<file path="src/rtl/muldiv_pkg.sv">
// muldiv_pkg: op encodings, controller states and default watchdog limit
package muldiv_pkg;
  localparam logic [1:0] OP_MULT = 2'b00;
  localparam logic [1:0] OP_DIV  = 2'b01;
  localparam logic [1:0] OP_MTHI = 2'b10;
  localparam logic [1:0] OP_MTLO = 2'b11;
  localparam int DEF_TIMEOUT = 40;
  typedef enum logic [1:0] {S_IDLE, S_LAUNCH, S_WAIT, S_DONE} state_e;
endpackage

</file>
<file path="src/rtl/muldiv_timer.sv">
// muldiv_timer: wait-cycle counter; expired is high during the TIMEOUT-th enabled cycle
module muldiv_timer #(
  parameter int TIMEOUT = 40
) (
  input  logic clock,
  input  logic reset,
  input  logic clear,
  input  logic enable,
  output logic expired
);
  localparam int CW = $clog2(TIMEOUT + 1);
  logic [CW-1:0] count;
  assign expired = count == CW'(TIMEOUT - 1);
  always_ff @(posedge clock or posedge reset)
    if (reset) count <= '0;
    else if (clear) count <= '0;
    else if (enable && !expired) count <= count + CW'(1);
endmodule

</file>
<file path="src/rtl/muldiv_ctrl.sv">
// muldiv_ctrl: sequences iterative mult/div units and owns architectural HI/LO
module muldiv_ctrl
  import muldiv_pkg::*;
#(
  parameter int WIDTH   = 32,
  parameter int TIMEOUT = DEF_TIMEOUT
) (
  input  logic             clock,
  input  logic             reset,
  input  logic             start,
  input  logic [1:0]       op,
  input  logic [WIDTH-1:0] rs_data,
  input  logic [WIDTH-1:0] rt_data,
  output logic [WIDTH-1:0] unit_a,
  output logic [WIDTH-1:0] unit_b,
  output logic             mult_start,
  output logic             div_start,
  input  logic             mult_done,
  input  logic             div_done,
  input  logic [WIDTH-1:0] mult_hi,
  input  logic [WIDTH-1:0] mult_lo,
  input  logic [WIDTH-1:0] div_hi,
  input  logic [WIDTH-1:0] div_lo,
  output logic             busy,
  output logic             done,
  output logic             div_zero,
  output logic             timeout_err,
  output logic [WIDTH-1:0] hi,
  output logic [WIDTH-1:0] lo
);
  state_e state, state_n;
  logic [1:0] op_q, op_n;
  logic [WIDTH-1:0] a_n, b_n, hi_n, lo_n;
  logic ms_n, ds_n, done_n, dz_n, to_n, clr, en, expired, sel_done;
  muldiv_timer #(.TIMEOUT(TIMEOUT)) u_timer (
    .clock(clock), .reset(reset), .clear(clr), .enable(en), .expired(expired)
  );
  assign sel_done = op_q == OP_MULT ? mult_done : div_done;
  always_comb begin
    state_n = state;
    op_n = op_q;
    a_n = unit_a;
    b_n = unit_b;
    hi_n = hi;
    lo_n = lo;
    ms_n = 1'b0;
    ds_n = 1'b0;
    done_n = 1'b0;
    dz_n = 1'b0;
    to_n = 1'b0;
    clr = 1'b0;
    en = 1'b0;
    case (state)
      S_IDLE: if (start) begin
        if (op == OP_MTHI) {hi_n, done_n} = {rs_data, 1'b1};
        else if (op == OP_MTLO) {lo_n, done_n} = {rs_data, 1'b1};
        else if (op == OP_DIV && rt_data == '0) dz_n = 1'b1;
        else begin
          {a_n, b_n, op_n, state_n} = {rs_data, rt_data, op, S_LAUNCH};
          ms_n = op == OP_MULT;
          ds_n = op == OP_DIV;
        end
      end
      S_LAUNCH: {clr, state_n} = {1'b1, S_WAIT};
      S_WAIT: begin
        en = 1'b1;
        // a unit done in the expiry cycle still commits
        if (sel_done) begin
          hi_n = op_q == OP_MULT ? mult_hi : div_hi;
          lo_n = op_q == OP_MULT ? mult_lo : div_lo;
          state_n = S_DONE;
          done_n = 1'b1;
        end else if (expired) {to_n, state_n} = {1'b1, S_IDLE};
      end
      default: state_n = S_IDLE;
    endcase
  end
  always_ff @(posedge clock or posedge reset)
    if (reset) begin
      state <= S_IDLE;
      op_q <= OP_MULT;
      {unit_a, unit_b, hi, lo} <= '0;
      {mult_start, div_start, done, div_zero, timeout_err, busy} <= '0;
    end else begin
      state <= state_n;
      op_q <= op_n;
      {unit_a, unit_b, hi, lo} <= {a_n, b_n, hi_n, lo_n};
      {mult_start, div_start, done, div_zero, timeout_err} <= {ms_n, ds_n, done_n, dz_n, to_n};
      busy <= state_n != S_IDLE;
    end
endmodule

</file>
<file path="config.mk">
export PLATFORM = sky130hd
export DESIGN_NAME = muldiv_ctrl
export DESIGN_NICKNAME = d
export VERILOG_FILES = /design/src/rtl/muldiv_pkg.sv /design/src/rtl/muldiv_timer.sv /design/src/rtl/muldiv_ctrl.sv
export SDC_FILE = /design/constraint.sdc
export NUM_CORES = 1
export LEC_CHECK = 0
export ABC_AREA = 1
export CAP_MARGIN = 25
export CORE_ASPECT_RATIO = 0.6
export CORE_MARGIN = 1
export CORE_UTILIZATION = 40
export CTS_CLUSTER_DIAMETER = 100
export DETAILED_ROUTE_END_ITERATION = 8
export GPL_ROUTABILITY_DRIVEN = 0
export PLACE_DENSITY = 0.78
export SLEW_MARGIN = 20
export SYNTH_ARGS = -nofsm -noshare
export SYNTH_HDL_FRONTEND = slang
export SYNTH_SLANG_ARGS = --single-unit
</file>
<file path="constraint.sdc">
create_clock -name clock -period 13.5 [get_ports clock]
set_clock_uncertainty 0.15 [all_clocks]
set_input_delay 1.35 -clock clock [delete_from_list [all_inputs] [get_ports clock]]
set_output_delay 1.35 -clock clock [all_outputs]
set_load 0.02 [all_outputs]
</file>
==> impl_metrics.env, run 1 <==
export IMPL_status="completed"
export IMPL_cts_setup_buffers=0
export IMPL_slew_viol_final=0
export IMPL_core_area_um2=17220
export IMPL_synth_top_cell_area_share_pct=50.93
export IMPL_row_count=37
export IMPL_endpoint_kind="flop"
export IMPL_period_share_pct=25.58
export IMPL_clkTransAtPathRegs_ns=0.06
export IMPL_rsz0062_at_grt="false"
export IMPL_setup_ws_ns=10.05
export IMPL_fin_nets=1404
export IMPL_cp_arrival_ns=3.65
export IMPL_placement_cell_area_um2=10460
export IMPL_routed_wl_mm=25.00
export IMPL_first_iter_violations=589
export IMPL_hpwl_mm=17.75
export IMPL_min_path_type="reg -> reg"
export IMPL_cap_violations=0
export IMPL_io_buffers=332
export IMPL_postCtsHoldBufs=0
export IMPL_critical_path_class="in -> reg"
export IMPL_yosysTopAreaCell="dfrtp_1"
export IMPL_design_area_um2=11040
export IMPL_num_vias=7327
export IMPL_cts_resized=0
export IMPL_insertion_delay_ns=0.41
export IMPL_die_h_um=105.0
export IMPL_yosys_top_cells_area="dfrtp_1 51%, nand2_1 11%, o22ai_1 6.0%"
export IMPL_grt_usage_pct=27.93
export IMPL_areaGrowthSynthToFinish_pct=55.99
export IMPL_cellPowerDensity_nw_per_um2=236.8
export IMPL_cts_tree="built"
export IMPL_cp_start_kind="primary input"
export IMPL_fin_crit_ns=3.454
export IMPL_die_area_um2=18240
export IMPL_syn_area_um2=7076
export IMPL_io_pins=333
export IMPL_syn_instance_count=906
export IMPL_grt_max_degree=131
export IMPL_drtAntennaViolNets=0
export IMPL_avgRoutedWirePerCell_um=17.22
export IMPL_hold_viol=0
export IMPL_synth_warnings=0
export IMPL_setup_tns_ns=0
export IMPL_synth_seq_area_share_pct=50.93
export IMPL_leakagePower_nw=4.982
export IMPL_syn_num_nets=1106
export IMPL_antenna_found_initial=1
export IMPL_nFillCells=1478
export IMPL_cts_buffers_inserted=17
export IMPL_syn_area_per_cell_um2=7.810
export IMPL_cts_sinks=144
export IMPL_finalSetupViolCount=0
export IMPL_drc=0
export IMPL_ir_worst_vdd_uv=121.8
export IMPL_final_core_util_pct=64.09
export IMPL_grt_overflow_total=0
export IMPL_synth_seq_cells=144
export IMPL_vias_per_cell=5.046
export IMPL_initial_core_util_pct=41.09
export IMPL_grt_pass1_wl_mm=39.39
export IMPL_htreeDepth=4
export IMPL_ys_types=27
export IMPL_drive_gt1_share_pct=5.012
export IMPL_slew_limit_headroom_pct=37.89
export IMPL_critPathRequiredTime_ns=13.70
export IMPL_fmax_mhz=289.6
export IMPL_grt_pass1_vias=6996
export IMPL_clockRootBuffer="clkbuf_16"
export IMPL_clockBufferDepth=2
export IMPL_drtPass1Iterations=5
export IMPL_crit_path_max_fanout=45
export IMPL_post_place_ws_ns=9.632
export IMPL_die_w_um=173.7
export IMPL_worst_pin_slew_ns=0.9316
==> placed cells by master (no fill, tap or decap), drive strengths merged, types with 2 or more instances in the layout <==
cell type	n
clkdlybuf4s50	332
nor2	94
clkinv	4
clkbuf	19
inv	113
dfrtp	144
clkinvlp	3
o21ai	131
nor3	2
xor2	3
nand3	69
o22ai	68
buf	8
nand2	221
==> synth_stat cells (all sizes together) <==
master,count
xor2,3
o21ai,131
a21boi,1
clkbuf,20
nand3,69
inv,108
nor2,94
xnor2,1
buf,41
nand2,221
a21oi,1
o22ai,68
dfrtp,144
nor4,1
nor3,2
ha,1
==> report_power, final <==
group	total, mW	switching, mW	internal (mW)
Sequential	0.757	0.118	0.640
Combinational	1.40	0.813	0.585
Clock	0.458	0.196	0.262
Total	2.61	1.13	1.49
==> cell type report <==
cell class	instances	area, um2	share of cell area [%]
Sequential cell	144	3603	32.65
Antenna cell	1	2.502	0.02267
Clock inverter	13	127.6	1.156
Multi-Input combinational cell	593	2768	25.08
Clock buffer	19	442.9	4.013
Tap cell	234	292.8	2.653
Timing Repair Buffer	340	3387	30.69
Inverter	108	412.9	3.741
==> cell families (layout without fill, tap and decap cells) <==
group	count (synthesis)	after routing	share of synthesized area (%)
AOI/OAI and AO/OA	201	201	15.56
other	0	1	0
buffers and inverters	169	480	10.42
DFF	144	144	50.93
xor gates and xnor gates	4	4	0.4952
and+or+nand+nor	387	387	22.42
adders and majority gates	1	1	0.1768
==> metal layers <==
layer	GRT usage, %	wire (um)	up-vias
met5	0	0	-
met3	8.079	2072	34
met4	8.584	505	0
li1	-	-	3541
met2	45.07	11580	302
met1	36.32	10850	3450
==> sequential cells by signal, indices dropped and copies added, names as in the netlist <==
register,flops
u_timer.count,6
hi,32
busy,1
unit_b,32
timeout_err,1
unit_a,32
done,1
lo,32
div_start,1
mult_start,1
op_q,2
div_zero,1
state,2
==> per-stage QoR <==
step                std cells  hold slack, ns  power, mW
floorplan                 906          0.3168      1.538
global placement         1419          0.3037      2.138
detailed placement       1419          0.3082      2.163
CTS                      1451          0.3228      2.630
global route             1451          0.3359      2.791
finish                   1452          0.3189      2.613
==> worst paths after layout <==
kind | cells after the start | slack [ns] | start | end
max in group asynchronous | 3 | 10.51 | reset | timeout_err$_DFF_PP0_
hold / removal | 2 | 0.32 | unit_a[12]$_DFFE_PP0P_ | unit_a[12]$_DFFE_PP0P_
min in group asynchronous | 2 | 1.26 | reset | unit_b[0]$_DFFE_PP0P_
setup / recovery | 11 | 10.05 | rt_data[26] | unit_a[31]$_DFFE_PP0P_
hold reg to reg | 2 | 0.32 | unit_a[12]$_DFFE_PP0P_ | unit_a[12]$_DFFE_PP0P_
setup reg to reg | 9 | 10.76 | op_q[0]$_DFFE_PP0P_ | lo[8]$_DFFE_PP0P_
==> worst max-delay path, cell delays in order <==
cell and delay [ns]:
clkdlybuf4s50_1 0.43, nor2_1 0.10, nand2_1 0.08, nor2_1 0.18
nand2_1 0.14, nor2_4 0.15, nand2_2 0.07, nand2_2 0.41
buf_4 0.51, nand2_1 0.11, nand2_1 0.08
(Power assumes the default switching activity.)
==> run 2: changes to the inputs <==
==> constraint.sdc (replaced) <==
create_clock -name clock -period 3.29 [get_ports clock]
set_clock_uncertainty 0.15 [all_clocks]
set_input_delay 0.329 -clock clock [delete_from_list [all_inputs] [get_ports clock]]
set_output_delay 0.329 -clock clock [all_outputs]
set_load 0.02 [all_outputs]
==> run 2 against run 1 <==
Compared with the run above:
- clock-buffer cell count fell by 1
- flip-flop and latch count unchanged
- total power increased to 4.2 times the previous value
- hold slack worse by 0.022 ns
- non-clock buffer count increased by 8
- combinational power rose to 4.2 times the previous value
- largest power group unchanged
- global-route usage barely moved
- cell area rose by 1.5%
- register-to-register slack got worse by 9.6 ns
==> impl_metrics.env, run 2 (same netlist as run 1, synthesis figures left out) <==
export IMPL_htreeDepth=4
export IMPL_startpoint="op_q[0]$_DFFE_PP0P_"
export IMPL_first_iter_violations=729
export IMPL_status="completed"
export IMPL_hold_viol=0
export IMPL_endpoint_kind="flop"
export IMPL_crit_path_max_fanout=42
export IMPL_pwr_share_comb_pct=52.9
export IMPL_swShare_pct=42.32
export IMPL_finalSetupViolCount=0
export IMPL_slew_limit_headroom_pct=48.46
export IMPL_clockBufferDepth=2
export IMPL_worst_pin_slew_ns=0.7731
export IMPL_io_buffers=332
export IMPL_cellPowerDensity_nw_per_um2=980.9
export IMPL_cts_tree="built"
export IMPL_cts_setup_buffers=0
export IMPL_insertion_delay_ns=0.40
export IMPL_period_share_pct=65.22
export IMPL_die_w_um=173.7
export IMPL_setup_tns_ns=0
export IMPL_design_area_um2=11200
export IMPL_cp_cell_sequence="nor2_4 > buf_4 > inv_2 > nand2_1 > nand2_1 > nand2_2 > o21ai_4 > buf_4 > nand2_1 > o21ai_0"
export IMPL_fin_hold_ws_ns=0.2966
export IMPL_ir_worst_vdd_uv=398.0
export IMPL_r2r_start="op_q[0]$_DFFE_PP0P_"
export IMPL_grt_pass1_wl_mm=39.42
export IMPL_placement_cell_area_um2=10570
export IMPL_routed_wl_mm=25.24
export IMPL_grt_overflow_total=0
export IMPL_cts_sinks=144
export IMPL_initial_core_util_pct=41.09
export IMPL_areaGrowthSynthToFinish_pct=58.28
export IMPL_switchingPower_mw=4.648
export IMPL_fin_nets=1412
export IMPL_slew_viol_final=0
export IMPL_seq_power_share_pct=28.3
export IMPL_cts_resized=0
export IMPL_drtPass1Iterations=7
export IMPL_diodes=0
export IMPL_drive_gt1_share_pct=5.714
export IMPL_layout_commonest_cell="clkdlybuf4s50_1"
export IMPL_setup_ws_ns=1.144
export IMPL_cp_arrival_ns=2.27
export IMPL_grt_usage_pct=27.94
export IMPL_vias_per_cell=5.044
export IMPL_avgRoutedWirePerCell_um=17.30
export IMPL_antenna_found_initial=1
export IMPL_io_pins=333
export IMPL_leakagePower_nw=5.070
export IMPL_min_path_type="in -> async"
export IMPL_grt_pass1_vias=7008
export IMPL_final_cell_mix="332 x clkdlybuf4s50_1, 210 x nand2_1, 144 x dfrtp_1, 104 x inv_1, 89 x nor2_1"
export IMPL_nFillCells=1470
export IMPL_power_total_mw=10.99
export IMPL_cap_violations=0
export IMPL_row_count=37
export IMPL_critPathRequiredTime_ns=3.41
export IMPL_clockRootBuffer="clkbuf_16"
export IMPL_drc=0
export IMPL_cp_start_kind="flop"
export IMPL_postCtsHoldBufs=0
export IMPL_cts_buffers_inserted=17
export IMPL_die_h_um=105.0
export IMPL_core_area_um2=17220
export IMPL_cp_common_cell="nand2_1"
export IMPL_grt_max_degree=104
export IMPL_critical_path_class="reg -> reg"
export IMPL_fmax_mhz=466.0
export IMPL_hpwl_mm=18.62
export IMPL_clkTransAtPathRegs_ns=0.07
export IMPL_num_vias=7359
export IMPL_intPower_mw=6.337
export IMPL_cp_slowest_cell="dfrtp_1"
export IMPL_fin_crit_ns=2.146
export IMPL_clkPwrFrac_pct=18.8
export IMPL_drtAntennaViolNets=0
export IMPL_die_area_um2=18240
export IMPL_rsz0062_at_grt="false"
export IMPL_cp_slowest_stage_delay_ns=0.41
export IMPL_post_place_ws_ns=0.7838
run 2: changes by cell type in the layout (fill, tap and decap cells not counted):
| cell | before | now |
|---|---|---|
| clkinv_2 | 1 | 0 |
| buf_12 | 0 | 4 |
| clkbuf_1 | 1 | 0 |
| inv_2 | 2 | 3 |
| diode_2 | 1 | 0 |
| inv_4 | 1 | 0 |
| buf_6 | 1 | 0 |
| inv_6 | 6 | 4 |
| buf_4 | 7 | 12 |
| clkinv_4 | 3 | 1 |
| inv_8 | 0 | 4 |
| bufinv_16 | 1 | 3 |
run 2: critical path, delay by kind of cell, from the launching register on:
family,cells,cell delay (ns)
flip-flops,1,0.41
AND/OR/NAND/NOR,5,0.57
AO/OA/AOI/OAI,2,0.25
buffers and inverters,3,0.62
run 2: cell type report:
cell class | count | area, um2 | area share (%)
Multi-Input combinational cell | 593 | 2768 | 24.71
Inverter | 108 | 409.1 | 3.653
Tap cell | 234 | 292.8 | 2.614
Sequential cell | 144 | 3603 | 32.18
Clock buffer | 18 | 439.2 | 3.921
Clock inverter | 14 | 193.9 | 1.732
Timing Repair Buffer | 348 | 3493 | 31.19
run 2: final timing paths:
path                       slack (ns)  cells after the start                      to
hold reg to reg                  0.32                      2  unit_b[13]$_DFFE_PP0P_
hold / removal                   0.30                      3  unit_a[20]$_DFFE_PP0P_
min in group clock               0.32                      2  unit_b[13]$_DFFE_PP0P_
setup reg to reg                 1.14                     10      hi[26]$_DFFE_PP0P_
max in group asynchronous        2.24                      3      lo[30]$_DFFE_PP0P_
setup / recovery                 1.14                     10      hi[26]$_DFFE_PP0P_
run 2: metal layers:
| layer | track usage (%) | vias to the layer above | part of all wire [%] |
|---|---|---|---|
| met1 | 36.35 | 3459 | 43 |
| met3 | 7.569 | 42 | 8.6 |
| met2 | 45.01 | 308 | 46 |
| li1 | - | 3548 | - |
| met4 | 9.586 | 2 | 2.8 |
| met5 | 0 | - | 0.051 |
run 2: through the flow:
| step | std cells | utilization, % |
|---|---|---|
| floorplan | 906 | - |
| finish | 1459 | 65.03 |
| global route | 1459 | 65.03 |
| CTS | 1459 | 65.03 |
| detailed placement | 1427 | 61.36 |
| global placement | 1427 | 61.36 |
run 2: power groups by stage:
stage / combinational [mW] / sequential [mW] / clock (mW)
2_1_floorplan: 2.26 / 4.06 / 0
3_3_place_gp: 5.74 / 3.10 / 0
3_5_place_dp: 5.83 / 3.12 / 0
4_1_cts: 5.85 / 3.11 / 2.10
5_1_grt: 6.32 / 3.22 / 2.18
6_report: 5.81 / 3.11 / 2.07
==> run 3: changes to the inputs <==
--- a/config.mk
+++ b/config.mk
@@ -9,7 +9,7 @@
 export CAP_MARGIN = 25
 export CORE_ASPECT_RATIO = 0.6
 export CORE_MARGIN = 1
-export CORE_UTILIZATION = 40
+export CORE_UTILIZATION = 38
 export CTS_CLUSTER_DIAMETER = 100
 export DETAILED_ROUTE_END_ITERATION = 8
 export GPL_ROUTABILITY_DRIVEN = 0
==> constraint.sdc (replaced) <==
create_clock -name clock -period 1.75 [get_ports clock]
set_clock_uncertainty 0.15 [all_clocks]
set_input_delay 0.175 -clock clock [delete_from_list [all_inputs] [get_ports clock]]
set_output_delay 0.175 -clock clock [all_outputs]
set_load 0.02 [all_outputs]
==> run 3 against run 2 <==
Compared with the run above:
- register-to-register slack got worse by 1.1 ns
- clock power is 83% higher
- cell area up 8.2%
- combinational power up 110%
- fmax is 23% higher
- critical path type unchanged
- largest cell class is now non-clock buffers
==> impl_metrics.env, run 3 (same netlist as run 1, synthesis figures left out) <==
export IMPL_cp_slowest_cell="dfrtp_1"
export IMPL_grt_pass1_wl_mm=39.07
export IMPL_hpwl_mm=19.45
export IMPL_avgRoutedWirePerCell_um=17.77
export IMPL_cap_violations=0
export IMPL_die_area_um2=19190
export IMPL_cp_arrival_ns=1.89
export IMPL_slew_limit_headroom_pct=76.33
export IMPL_first_iter_violations=576
export IMPL_intPower_mw=12.53
export IMPL_ir_worst_vdd_uv=851.0
export IMPL_setup_ws_ns=0.01175
export IMPL_final_core_util_pct=66.73
export IMPL_critical_path_class="reg -> reg"
export IMPL_fin_nets=1470
export IMPL_cts_tree="built"
export IMPL_drive_gt1_share_pct=13.33
export IMPL_cts_buffers_inserted=17
export IMPL_drc=0
export IMPL_vias_per_cell=5.022
export IMPL_status="completed"
export IMPL_clockRootBuffer="clkbuf_16"
export IMPL_crit_path_max_fanout=14
export IMPL_cellPowerDensity_nw_per_um2=1811
export IMPL_num_vias=7649
export IMPL_switchingPower_mw=9.425
export IMPL_grt_max_degree=60
export IMPL_die_w_um=178.2
export IMPL_finalSetupViolCount=0
export IMPL_antenna_found_initial=0
export IMPL_diodes=0
export IMPL_period_share_pct=99.33
export IMPL_insertion_delay_ns=0.41
export IMPL_die_h_um=107.7
export IMPL_drtAntennaViolNets=0
export IMPL_io_buffers=332
export IMPL_fin_crit_ns=1.738
export IMPL_worst_pin_slew_ns=0.3564
export IMPL_grt_usage_pct=26.94
export IMPL_drtPass1Iterations=5
export IMPL_clkTransAtPathRegs_ns=0.07
export IMPL_clkPwrFrac_pct=17.3
export IMPL_row_count=38
export IMPL_cp_start_kind="flop"
export IMPL_slew_viol_final=0
export IMPL_endpoint_kind="flop"
export IMPL_cp_slowest_stage_delay_ns=0.41
export IMPL_fin_hold_ws_ns=0.1927
export IMPL_layout_commonest_cell="clkdlybuf4s50_1"
export IMPL_cp_cell_sequence="nor2_4 > inv_4 > nand2_2 > nand2_2 > nand2_4 > o21ai_4 > buf_12 > clkbuf_16 > nand2_1 > o21ai_1"
export IMPL_cp_common_cell="nand2_2"
export IMPL_areaGrowthSynthToFinish_pct=71.28
export IMPL_nFillCells=1493
export IMPL_seq_power_share_pct=26.6
export IMPL_clockBufferDepth=2
export IMPL_swShare_pct=42.94
export IMPL_layout_area_seq_um2=3603
export IMPL_io_pins=333
export IMPL_ff2ff_setup_slack_ns=0.01
export IMPL_pwr_share_comb_pct=56.1
export IMPL_rsz0062_at_grt="true"
export IMPL_critPathRequiredTime_ns=1.91
export IMPL_core_area_um2=18160
export IMPL_leakagePower_nw=6.181
export IMPL_hold_viol=0
export IMPL_min_path_type="in -> reg"
export IMPL_grt_pass1_vias=7117
export IMPL_htreeDepth=4
export IMPL_initial_core_util_pct=38.96
export IMPL_grt_overflow_total=0
export IMPL_final_cell_mix="255 x clkdlybuf4s50_1, 182 x nand2_1, 144 x dfrtp_1, 104 x inv_1, 88 x nor2_1"
export IMPL_cts_sinks=144
export IMPL_post_place_ws_ns=-0.3548
export IMPL_fmax_mhz=575.3
export IMPL_routed_wl_mm=27.06
export IMPL_multi_input_area_um2=2940
run 3: what timing repair did:
item                                    CTS  global route
hold buffers                              1             0
endpoints found under the setup margin   28           134
setup buffers                             0            11
cloned                                    0             5
resized for setup                        28           115
pin swaps                                 0            16
hold endpoints to repair                  5             0
run 3: power groups by stage:
stage / registers, mW / clock network (mW) / logic [mW]
after floorplan: 7.63 / 0 / 4.24
after global placement: 5.87 / 0 / 11.3
after detailed placement: 5.90 / 0 / 11.5
after CTS: 5.87 / 3.85 / 11.4
after global routing: 6.00 / 4.00 / 13.3
final: 5.84 / 3.79 / 12.3
run 3: metrics by stage:
step           TNS (ns)  total power [mW]  instances  area (um2)
2_1_floorplan    -54.73             11.87        906        7079
3_3_place_gp     -20.29             17.20       1476       11010
3_5_place_dp     -24.13             17.44       1476       11010
4_1_cts               0             21.08       1509       11590
5_1_grt          -1.370             23.28       1523       12120
6_report              0             21.95       1523       12120
run 3: final timing paths:
check / from / to / depth (start not counted)
worst max-delay path: op_q[1]$_DFFE_PP0P_ / lo[28]$_DFFE_PP0P_ / 10
worst min-delay path: rt_data[4] / unit_b[4]$_DFFE_PP0P_ / 3
worst max register to register: op_q[1]$_DFFE_PP0P_ / lo[28]$_DFFE_PP0P_ / 10
worst min register to register: unit_a[3]$_DFFE_PP0P_ / unit_a[3]$_DFFE_PP0P_ / 2
max in group asynchronous: reset / lo[3]$_DFFE_PP0P_ / 4
min in group asynchronous: reset / unit_b[1]$_DFFE_PP0P_ / 3
run 3: cell type report:
type,count,area share (%)
well taps,240,2.478
clock buffers,18,3.624
repair buffers,406,35.11
flip-flops and latches,144,29.73
inverters,108,3.397
multi-input cells,593,24.26
clock inverters,14,1.394
run 3: metal layers:
metal  part of all wire, %  vias up  track usage (%)  wire length (um)
li1                      -     3684                -                 -
met1                    41     3613            32.77             11000
met5                     0        -                0                 0
met2                    49      324            46.39             13230
met4                   1.3        0            7.143               359
met3                   9.1       28            7.945              2462
run 3: critical path, delay by kind of cell (launching register included):
kind            cells  cell delay (ns)
buf+inv             3             0.41
compound gates      2             0.13
flops               1             0.41
simple gates        5             0.53
